## src/rtl/mc_controller_if.sv

```systemverilog
// Control bundle between the multi-cycle sequencer and the MIPS datapath / data memory.
// master = controller side, slave = datapath/memory side.
interface mc_controller_if;
  logic [5:0]  op;
  logic [5:0]  funct;
  logic        zero;
  logic        dm_ready;
  logic        ir_we;
  logic        pc_we;
  logic        reg_write;
  logic        dm_req;
  logic        mem_write;
  logic        alu_src;
  logic [1:0]  alu_ctr;
  logic        ext_op;
  logic [1:0]  reg_dst;
  logic [1:0]  mem_to_reg;
  logic [2:0]  npc_sel;
  logic [2:0]  state;
  logic        trap;
  logic [31:0] cycle_cnt;
  logic [31:0] instr_cnt;

  modport master (
    input  op, funct, zero, dm_ready,
    output ir_we, pc_we, reg_write, dm_req, mem_write, alu_src, alu_ctr, ext_op,
           reg_dst, mem_to_reg, npc_sel, state, trap, cycle_cnt, instr_cnt
  );

  modport slave (
    output op, funct, zero, dm_ready,
    input  ir_we, pc_we, reg_write, dm_req, mem_write, alu_src, alu_ctr, ext_op,
           reg_dst, mem_to_reg, npc_sel, state, trap, cycle_cnt, instr_cnt
  );
endinterface

```

## src/rtl/mc_controller.sv

```systemverilog
// Multi-cycle FETCH/DECODE/EXE/MEM/WB sequencer for the MIPS datapath, with illegal-op and memory-timeout trap.
// Optional performance counters are built when MC_PERF_CNT_EN is defined.
module mc_controller #(
  parameter int unsigned MEM_TIMEOUT = 15
) (
  input  logic           clk,
  input  logic           reset,
  mc_controller_if.master bus
);

  typedef enum logic [2:0] {
    FETCH  = 3'd0,
    DECODE = 3'd1,
    EXE    = 3'd2,
    MEM    = 3'd3,
    WB     = 3'd4,
    TRAP   = 3'd7
  } state_t;

  typedef enum logic [3:0] {
    I_ADDU, I_SUBU, I_JR, I_NOP, I_ORI, I_LUI, I_LW, I_SW, I_BEQ, I_JAL, I_ILLEGAL
  } instr_t;

  localparam logic [7:0] TMO_LAST = 8'(MEM_TIMEOUT - 1);

  state_t     state_q, state_n;
  instr_t     instr;
  logic [7:0] tmo_q, tmo_n;
  logic       ir_we, pc_we, reg_write, dm_req, mem_write, alu_src, ext_op;
  logic [1:0] alu_ctr, reg_dst, mem_to_reg;
  logic [2:0] npc_sel;

  always_comb begin
    instr = I_ILLEGAL;
    case (bus.op)
      6'b000000: begin
        case (bus.funct)
          6'b100001: instr = I_ADDU;
          6'b100011: instr = I_SUBU;
          6'b001000: instr = I_JR;
          6'b000000: instr = I_NOP;
          default:   instr = I_ILLEGAL;
        endcase
      end
      6'b001101: instr = I_ORI;
      6'b001111: instr = I_LUI;
      6'b100011: instr = I_LW;
      6'b101011: instr = I_SW;
      6'b000100: instr = I_BEQ;
      6'b000011: instr = I_JAL;
      default:   instr = I_ILLEGAL;
    endcase
  end

  always_ff @(posedge clk) begin
    if (reset) begin
      state_q <= FETCH;
      tmo_q   <= 8'd0;
    end else begin
      state_q <= state_n;
      tmo_q   <= tmo_n;
    end
  end

  // pc_we fires in the last state of each sequence; for sw that is the MEM cycle where dm_ready is seen.
  always_comb begin
    state_n    = state_q;
    tmo_n      = tmo_q;
    ir_we      = 1'b0;
    pc_we      = 1'b0;
    reg_write  = 1'b0;
    dm_req     = 1'b0;
    mem_write  = 1'b0;
    alu_src    = 1'b0;
    alu_ctr    = 2'b00;
    ext_op     = 1'b0;
    reg_dst    = 2'b00;
    mem_to_reg = 2'b00;
    npc_sel    = 3'b000;
    case (state_q)
      FETCH: begin
        ir_we   = 1'b1;
        state_n = DECODE;
      end
      DECODE: state_n = (instr == I_ILLEGAL) ? TRAP : EXE;
      EXE: begin
        state_n = FETCH;
        case (instr)
          I_ADDU: state_n = WB;
          I_SUBU: begin alu_ctr = 2'b01; state_n = WB; end
          I_ORI:  begin alu_src = 1'b1; alu_ctr = 2'b10; state_n = WB; end
          I_LUI:  begin alu_src = 1'b1; alu_ctr = 2'b11; state_n = WB; end
          I_JAL:  state_n = WB;
          I_LW, I_SW: begin
            alu_src = 1'b1;
            ext_op  = 1'b1;
            tmo_n   = 8'd0;
            state_n = MEM;
          end
          I_BEQ: begin
            alu_ctr = 2'b01;
            pc_we   = 1'b1;
            npc_sel = bus.zero ? 3'b001 : 3'b000;
          end
          I_JR:   begin pc_we = 1'b1; npc_sel = 3'b011; end
          I_NOP:  pc_we = 1'b1;
          default: ;
        endcase
      end
      MEM: begin
        dm_req    = 1'b1;
        mem_write = (instr == I_SW);
        if (bus.dm_ready) begin
          if (instr == I_SW) begin
            pc_we   = 1'b1;
            state_n = FETCH;
          end else begin
            state_n = WB;
          end
        end else if (tmo_q == TMO_LAST) begin
          state_n = TRAP;
        end else begin
          tmo_n = tmo_q + 8'd1;
        end
      end
      WB: begin
        reg_write = 1'b1;
        pc_we     = 1'b1;
        state_n   = FETCH;
        case (instr)
          I_ADDU, I_SUBU: reg_dst = 2'b01;
          I_LW:           mem_to_reg = 2'b01;
          I_LUI:          mem_to_reg = 2'b11;
          I_JAL: begin
            reg_dst    = 2'b10;
            mem_to_reg = 2'b10;
            npc_sel    = 3'b010;
          end
          default: ;
        endcase
      end
      TRAP:    state_n = TRAP;
      default: state_n = TRAP;
    endcase
    // A reset cycle aborts whatever is in flight: nothing may be written.
    if (reset) begin
      ir_we      = 1'b0;
      pc_we      = 1'b0;
      reg_write  = 1'b0;
      dm_req     = 1'b0;
      mem_write  = 1'b0;
      alu_src    = 1'b0;
      alu_ctr    = 2'b00;
      ext_op     = 1'b0;
      reg_dst    = 2'b00;
      mem_to_reg = 2'b00;
      npc_sel    = 3'b000;
    end
  end

  assign bus.ir_we      = ir_we;
  assign bus.pc_we      = pc_we;
  assign bus.reg_write  = reg_write;
  assign bus.dm_req     = dm_req;
  assign bus.mem_write  = mem_write;
  assign bus.alu_src    = alu_src;
  assign bus.alu_ctr    = alu_ctr;
  assign bus.ext_op     = ext_op;
  assign bus.reg_dst    = reg_dst;
  assign bus.mem_to_reg = mem_to_reg;
  assign bus.npc_sel    = npc_sel;
  assign bus.state      = state_q;
  assign bus.trap       = (state_q == TRAP);

`ifdef MC_PERF_CNT_EN
  logic [31:0] cycle_q, instr_q;

  always_ff @(posedge clk) begin
    if (reset) begin
      cycle_q <= 32'd0;
      instr_q <= 32'd0;
    end else begin
      cycle_q <= cycle_q + 32'd1;
      if (pc_we) instr_q <= instr_q + 32'd1;
    end
  end

  assign bus.cycle_cnt = cycle_q;
  assign bus.instr_cnt = instr_q;
`else
  assign bus.cycle_cnt = 32'h0;
  assign bus.instr_cnt = 32'h0;
`endif

endmodule
```

## src/flat_wrapper.sv

```systemverilog
// flat-port wrapper written by rule: the top's interface ports become plain ports
module mc_controller_flat 
#(
  parameter int unsigned MEM_TIMEOUT = 15
)
  (clk, reset, bus_op, bus_funct, bus_zero, bus_dm_ready, bus_ir_we, bus_pc_we, bus_reg_write, bus_dm_req, bus_mem_write, bus_alu_src, bus_alu_ctr, bus_ext_op, bus_reg_dst, bus_mem_to_reg, bus_npc_sel, bus_state, bus_trap, bus_cycle_cnt, bus_instr_cnt);
  mc_controller_if bus_i ();
  input  logic clk;
  input  logic reset;
  input wire logic [$bits(bus_i.op)-1:0] bus_op;
  input wire logic [$bits(bus_i.funct)-1:0] bus_funct;
  input wire logic [$bits(bus_i.zero)-1:0] bus_zero;
  input wire logic [$bits(bus_i.dm_ready)-1:0] bus_dm_ready;
  output wire logic [$bits(bus_i.ir_we)-1:0] bus_ir_we;
  output wire logic [$bits(bus_i.pc_we)-1:0] bus_pc_we;
  output wire logic [$bits(bus_i.reg_write)-1:0] bus_reg_write;
  output wire logic [$bits(bus_i.dm_req)-1:0] bus_dm_req;
  output wire logic [$bits(bus_i.mem_write)-1:0] bus_mem_write;
  output wire logic [$bits(bus_i.alu_src)-1:0] bus_alu_src;
  output wire logic [$bits(bus_i.alu_ctr)-1:0] bus_alu_ctr;
  output wire logic [$bits(bus_i.ext_op)-1:0] bus_ext_op;
  output wire logic [$bits(bus_i.reg_dst)-1:0] bus_reg_dst;
  output wire logic [$bits(bus_i.mem_to_reg)-1:0] bus_mem_to_reg;
  output wire logic [$bits(bus_i.npc_sel)-1:0] bus_npc_sel;
  output wire logic [$bits(bus_i.state)-1:0] bus_state;
  output wire logic [$bits(bus_i.trap)-1:0] bus_trap;
  output wire logic [$bits(bus_i.cycle_cnt)-1:0] bus_cycle_cnt;
  output wire logic [$bits(bus_i.instr_cnt)-1:0] bus_instr_cnt;
  assign bus_i.op = bus_op;
  assign bus_i.funct = bus_funct;
  assign bus_i.zero = bus_zero;
  assign bus_i.dm_ready = bus_dm_ready;
  assign bus_ir_we = bus_i.ir_we;
  assign bus_pc_we = bus_i.pc_we;
  assign bus_reg_write = bus_i.reg_write;
  assign bus_dm_req = bus_i.dm_req;
  assign bus_mem_write = bus_i.mem_write;
  assign bus_alu_src = bus_i.alu_src;
  assign bus_alu_ctr = bus_i.alu_ctr;
  assign bus_ext_op = bus_i.ext_op;
  assign bus_reg_dst = bus_i.reg_dst;
  assign bus_mem_to_reg = bus_i.mem_to_reg;
  assign bus_npc_sel = bus_i.npc_sel;
  assign bus_state = bus_i.state;
  assign bus_trap = bus_i.trap;
  assign bus_cycle_cnt = bus_i.cycle_cnt;
  assign bus_instr_cnt = bus_i.instr_cnt;
  mc_controller #(.MEM_TIMEOUT(MEM_TIMEOUT)) u_core (.clk(clk), .reset(reset), .bus(bus_i));
endmodule
```

## config.mk

```make
export PLATFORM = sky130hd
export DESIGN_NAME = mc_controller_flat
export DESIGN_NICKNAME = d
export VERILOG_FILES = /design/src/rtl/mc_controller_if.sv /design/src/rtl/mc_controller.sv /design/src/flat_wrapper.sv
export SDC_FILE = /design/constraint.sdc
export NUM_CORES = 1
export LEC_CHECK = 0
export ABC_AREA = 1
export CAP_MARGIN = 40
export CORE_MARGIN = 1
export CORE_UTILIZATION = 35
export CTS_CLUSTER_DIAMETER = 100
export CTS_CLUSTER_SIZE = 10
export DETAILED_ROUTE_END_ITERATION = 8
export GPL_ROUTABILITY_DRIVEN = 0
export PLACE_DENSITY = 0.82
export SLEW_MARGIN = 20
export SYNTH_ARGS = -nofsm -noshare
export SYNTH_HDL_FRONTEND = slang
export SYNTH_SLANG_ARGS = --single-unit
```

## constraint.sdc

```tcl
create_clock -name clk -period 2 [get_ports clk]
set_input_delay 0.2 -clock clk [delete_from_list [all_inputs] [get_ports clk]]
set_output_delay 0.2 -clock clk [all_outputs]
set_load 0.03 [all_outputs]
```

==> flow_summary.json, run 1 <==
{
  "fin_tns_setup_ns": 0,
  "synth_top_cell_by_area": "buf_4",
  "synthToLayoutAreaGrowth_pct": 32.6,
  "htreeDepth": 1,
  "worstPathCellList": "dlygate4sd2_1, buf_4, nand2_1, inv_1, nand3_2, nand3_2, buf_4, nand3_1, nor2_1, nand2_1, nor2_1, buf_4",
  "postRouteWirelength_um": 3700,
  "synth.top_cell.area_share_pct": 31.9,
  "whs_ns": 0.469,
  "synth_area_um2": 1530,
  "cts-buffers-inserted": 3,
  "worstSetupPathType": "input port to output port",
  "start_util_pct": 37.4,
  "slew_viol_final": 0,
  "clk_latency_ns": 0.24,
  "synth-edff-count": 0,
  "ys_ff_latch": 11,
  "synth.most_common_cell": "buf_4",
  "peakVddDrop_mv": 0.367,
  "vias_per_cell": 4.38,
  "required_ns": 1.80,
  "critPathCaptureType": "output port",
  "diodes": 0,
  "ant_nets": 0,
  "design.core.area_um2": 4090,
  "critical_path.max_stage_delay_ns": 0.28,
  "die_w_um": 68.1,
  "status": "completed",
  "hold_viol_final": 0,
  "dp_hpwl_um": 2840,
  "hold_class": "flop to flop",
  "setup_viol": 0,
  "dpl_cell_area_um2": 1890,
  "drtPass1Iterations": 7,
  "min_period_ns": 1.94,
  "cts_buffer_depth": 2,
  "powerDensity_nw_per_um2": 640,
  "synth.avg_cell_area_um2": 6.00,
  "antenna_found_initial": 0,
  "cap_violations": 0,
  "skew_ns": 0.00240,
  "wl_per_cell_um": 9.88,
  "fmax_mhz": 515,
  "die_area_um2": 4640,
  "yosys_warnings": 0,
  "utilization_pct": 49.6,
  "drc": 0,
  "grt_max_degree": 9,
  "cts.sinks": 11,
  "grt_pass1_wl_um": 5340,
  "postCtsHoldBufs": 0,
  "crit_arrival_ns": 1.74,
  "synthArstFlopShare_pct": 0,
  "synthDistinctLibCells": 27,
  "ys_seq_area_share_pct": 14.4,
  "num_vias": 1637,
  "num-nets-final": 343,
  "final_area_um2": 2030,
  "p_leak_uw": 0.00114,
  "cp_num_buf_inv": 5,
  "rows": 23,
  "slowest_stage": "dlygate4sd2_1",
  "layout-drive-gt1-share_pct": 24.4,
  "ios": 100,
  "synth.top_cells.by_area": "buf_4 (32%), dfxtp_1 (14%), nor2_1 (10%)",
  "grtUsageTotal_pct": 15.3,
  "path_delay_family": "buffers and inverters",
  "crit_fanout": 3,
  "synth_commonest_cells": "buf_4 (65), nor2_1 (42), nand2_1 (37), inv_1 (36), nand3_1 (19)",
  "path_clk_slew_ns": 0.05,
  "fin_crit_sh_pct": 97.1,
  "grt_pass1_vias": 1298,
  "die_y_um": 68.1,
  "cts-root-buf": "clkbuf_8",
  "startpoint_type": "input port",
  "cts_tree": "done",
  "syn-instance-count": 255,
  "ys.flop_type": "dfxtp_1",
  "crit_top_cell": "buf_4",
  "numPortBuffers": 34,
  "grt.overflow.total": 0,
  "drt-initial-drc-count": 135
}
-- where the power goes --
group / internal (uW) / switching [uW] / total (uW) / leakage [uW]
clock: 140 / 84.5 / 225 / 0.0000228
combinational: 278 / 524 / 801 / 0.00102
sequential: 251 / 20.2 / 272 / 0.0000893
-- cell families after synthesis --
group	synth area share, %
buffers and inverters	41.5
XOR/XNOR	1.15
AO/OA/AOI/OAI	8.35
adder cells (fa/ha/maj)	1.64
flip-flops	14.4
other	0.245
AND/OR/NAND/NOR	32.7
-- worst register-to-register path, delay by kind of cell, from the launching register on --
kind            cells  cell delay, ns
simple gates        5            0.63
flops               1            0.34
buf+inv             3            0.32
compound gates      3            0.32
-- layout by cell type, fill, tap and decap left out, drive strengths merged, types with 2 or more instances in the layout --
master / instances
nor3: 5
xor2: 2
nand3: 19
a31oi: 2
clkbuf: 6
nand4: 3
buf: 44
clkdlybuf4s50: 9
conb: 65
a21oi: 8
ha: 2
dlygate4sd2: 6
nand2: 39
dlymetal6s2s: 6
dfxtp: 11
nor2: 45
inv: 38
o21ai: 9
-- final timing paths --
kind,startpoint,to,slack (ns),depth (start not counted)
hold / removal,u_core.tmo_q[3],u_core.tmo_q[3],0.47,1
hold reg to reg,u_core.tmo_q[3],u_core.tmo_q[3],0.47,1
setup / recovery,bus_op[3],bus_reg_dst[0],0.06,12
setup reg to reg,u_core.bus.state[0],u_core.tmo_q[5],0.29,11
-- what timing repair did --
action,CTS,global route
resized for setup,15,25
setup buffers,1,1
pin swaps,4,3
setup endpoints to repair,4,6
-- routing by layer --
layer  global-route usage [%]  routed length (um)  up-vias
met3                     3.83                 302        6
met1                     18.7                1440      740
met2                     26.6                1910       93
met5                        0                   0        -
met4                     3.65                  36        0
li1                         -                   -      798
-- area by class of cell --
| type | count | area [um2] |
|---|---|---|
| inverters | 38 | 143 |
| flip-flops and latches | 11 | 220 |
| repair buffers | 67 | 558 |
| fillers | 416 | 2060 |
| clock buffers | 4 | 45.0 |
| well taps | 50 | 62.6 |
| multi-input cells | 204 | 998 |
-- flip-flops by register name, indices dropped and copies added, names as in the netlist --
| signal | cells |
|---|---|
| u_core.bus.state | 3 |
| u_core.tmo_q | 8 |
-- per-stage QoR --
| step | worst slack (ns) | power (uW) | instances |
|---|---|---|---|
| after detailed placement | -0.287 | 1050 | 368 |
| after floorplan | -0.0327 | 859 | 319 |
| final | 0.0580 | 1300 | 374 |
| after global routing | -0.129 | 1390 | 374 |
| after global placement | -0.227 | 1040 | 368 |
| after CTS | 0.000102 | 1280 | 373 |
No activity file was read; power rests on OpenSTA's default activity.
==> run 2, diff against run 1 <==
--- a/config.mk
+++ b/config.mk
@@ -6,7 +6,6 @@
 export NUM_CORES = 1
 export LEC_CHECK = 0
 export ABC_AREA = 1
-export CAP_MARGIN = 40
 export CORE_MARGIN = 1
 export CORE_UTILIZATION = 35
 export CTS_CLUSTER_DIAMETER = 100
==> results of run 2 <==
The final DEF is identical to that of run 1; final timing and power are the same.
==> run 3, diff against run 2 <==
--- a/config.mk
+++ b/config.mk
@@ -12,7 +12,7 @@
 export CTS_CLUSTER_SIZE = 10
 export DETAILED_ROUTE_END_ITERATION = 8
 export GPL_ROUTABILITY_DRIVEN = 0
-export PLACE_DENSITY = 0.82
+export PLACE_DENSITY_LB_ADDON = 0.3
 export SLEW_MARGIN = 20
 export SYNTH_ARGS = -nofsm -noshare
 export SYNTH_HDL_FRONTEND = slang
==> flow_summary.json, run 3 (synthesis results as in run 1) <==
{
  "status": "completed",
  "powerDensity_nw_per_um2": 620,
  "start_util_pct": 37.4,
  "grt_max_degree": 9,
  "crit_top_cell": "nand2_1",
  "rsz0062_at_grt": "yes",
  "required_ns": 1.80,
  "hold_viol_final": 0,
  "cts-root-buf": "clkbuf_8",
  "regMostFlops": "u_core.tmo_q",
  "postRouteWirelength_um": 3380,
  "vias_per_cell": 4.06,
  "cts.sinks": 11,
  "drt-initial-drc-count": 61,
  "worstPathCellList": "dlygate4sd2_1, nor2_4, nand2_1, nor2_2, buf_4, nand2_1, nand2_1, nor2_2, nor2_4, inv_2, a211oi_2, buf_4",
  "design.core.area_um2": 4090,
  "peakVddDrop_mv": 0.336,
  "skew_ns": 0.000829,
  "drc": 0,
  "die_area_um2": 4640,
  "dp_hpwl_um": 2790,
  "grt_pass1_wl_um": 5230,
  "htreeDepth": 1,
  "diodes": 0,
  "worstSetupPathType": "input port to output port",
  "cap_violations": 0,
  "cts_buffer_depth": 2,
  "slew_viol_final": 0,
  "wl_per_cell_um": 9.04,
  "final_area_um2": 2040,
  "startpoint_type": "input port",
  "critPathCaptureType": "output port",
  "synthToLayoutAreaGrowth_pct": 33.6,
  "die_w_um": 68.1,
  "slowest_stage": "dlygate4sd2_1",
  "reg2reg_depth": 10,
  "setup_viol": 0,
  "fin_tns_setup_ns": 0,
  "rows": 23,
  "ios": 100,
  "num_vias": 1519,
  "fin_crit_sh_pct": 96.3,
  "hold_class": "flop to flop",
  "die_y_um": 68.1,
  "mostFrequentLayoutCells": "conb_1 (65), buf_4 (42), nand2_1 (36), nor2_1 (34), inv_1 (33)",
  "p_leak_uw": 0.00113,
  "layout-drive-gt1-share_pct": 24.4,
  "antenna_found_initial": 0,
  "fmax_mhz": 519,
  "largest_register_ffs": 8,
  "critical_path.max_stage_delay_ns": 0.27,
  "crit_arrival_ns": 1.73,
  "fin_ws_ns": 0.0745,
  "num-nets-final": 343,
  "drtPass1Iterations": 4,
  "grt_pass1_vias": 1212,
  "path_clk_slew_ns": 0.05,
  "clk_latency_ns": 0.24,
  "ant_nets": 0,
  "min_period_ns": 1.93,
  "final_common_cell": "conb_1",
  "whs_path_depth": 1,
  "numPortBuffers": 34,
  "cts-buffers-inserted": 3,
  "cts_tree": "done",
  "grt.overflow.total": 0,
  "post-place-ws_ns": -0.253,
  "grtUsageTotal_pct": 14.6,
  "dpl_cell_area_um2": 1900,
  "crit_fanout": 7
}
-- run 3: cell types whose count changed in the layout (fill, tap and decap cells not counted), sizes merged --
cell	previous run	this run
clkdlybuf4s15	0	1
clkdlybuf4s18	0	1
dlygate4sd2	6	7
clkdlybuf4s50	9	8
clkbuf	6	4
-- run 3: metrics by stage --
stage,cells,hold slack (ns),total power [uW],util (%)
final,374,0.450,1270,50.0
after global routing,374,0.486,1370,50.0
after CTS,374,0.451,1260,48.4
after detailed placement,369,0.443,1030,46.5
after global placement,369,0.439,1030,46.5
after floorplan,319,0.422,859,-
-- run 3: worst max-delay path: cells and delay by family --
family,cells,cell delay (ns)
AND/OR/NAND/NOR,7,0.70
buffers and inverters,4,0.63
AO/OA/AOI/OAI,1,0.21
-- run 3: path summary, 6_finish.rpt --
kind                                     startpoint                end  slack [ns]
worst min-delay path                u_core.tmo_q[3]    u_core.tmo_q[3]        0.45
worst max register to register  u_core.bus.state[0]    u_core.tmo_q[2]        0.30
worst min register to register      u_core.tmo_q[3]    u_core.tmo_q[3]        0.45
worst max-delay path                      bus_op[5]  bus_mem_to_reg[0]        0.07
-- run 3: layout make-up --
| class | count | area, um2 |
|---|---|---|
| repair buffers | 67 | 574 |
| multi-input cells | 204 | 998 |
| flip-flops and latches | 11 | 220 |
| inverters | 38 | 143 |
| fillers | 435 | 2040 |
| well taps | 50 | 62.6 |
| clock buffers | 4 | 45.0 |
-- run 3: timing repair --
item                                    in CTS  in global routing
hold buffers                                 0                  0
buffers inserted                             1                  0
pin swaps                                    5                  9
endpoints found under the setup margin       6                  6
gates resized for setup                     19                 24
-- run 3: layer usage --
metal  share of wire [%]  track usage [%]  vias to the layer above
li1                    -                -                      796
met3                 6.7             2.50                        2
met2                  48             24.4                       68
met4                0.33             1.56                        0
met1                  45             20.1                      653
met5                   0                0                        -
-- run 3: report_power, final --
group          leakage (uW)  total, uW  internal (uW)  switching [uW]
clock network     0.0000228        223            140            82.8
logic               0.00102        772            261             511
registers         0.0000893        272            251            20.3
total               0.00113       1270            652             614
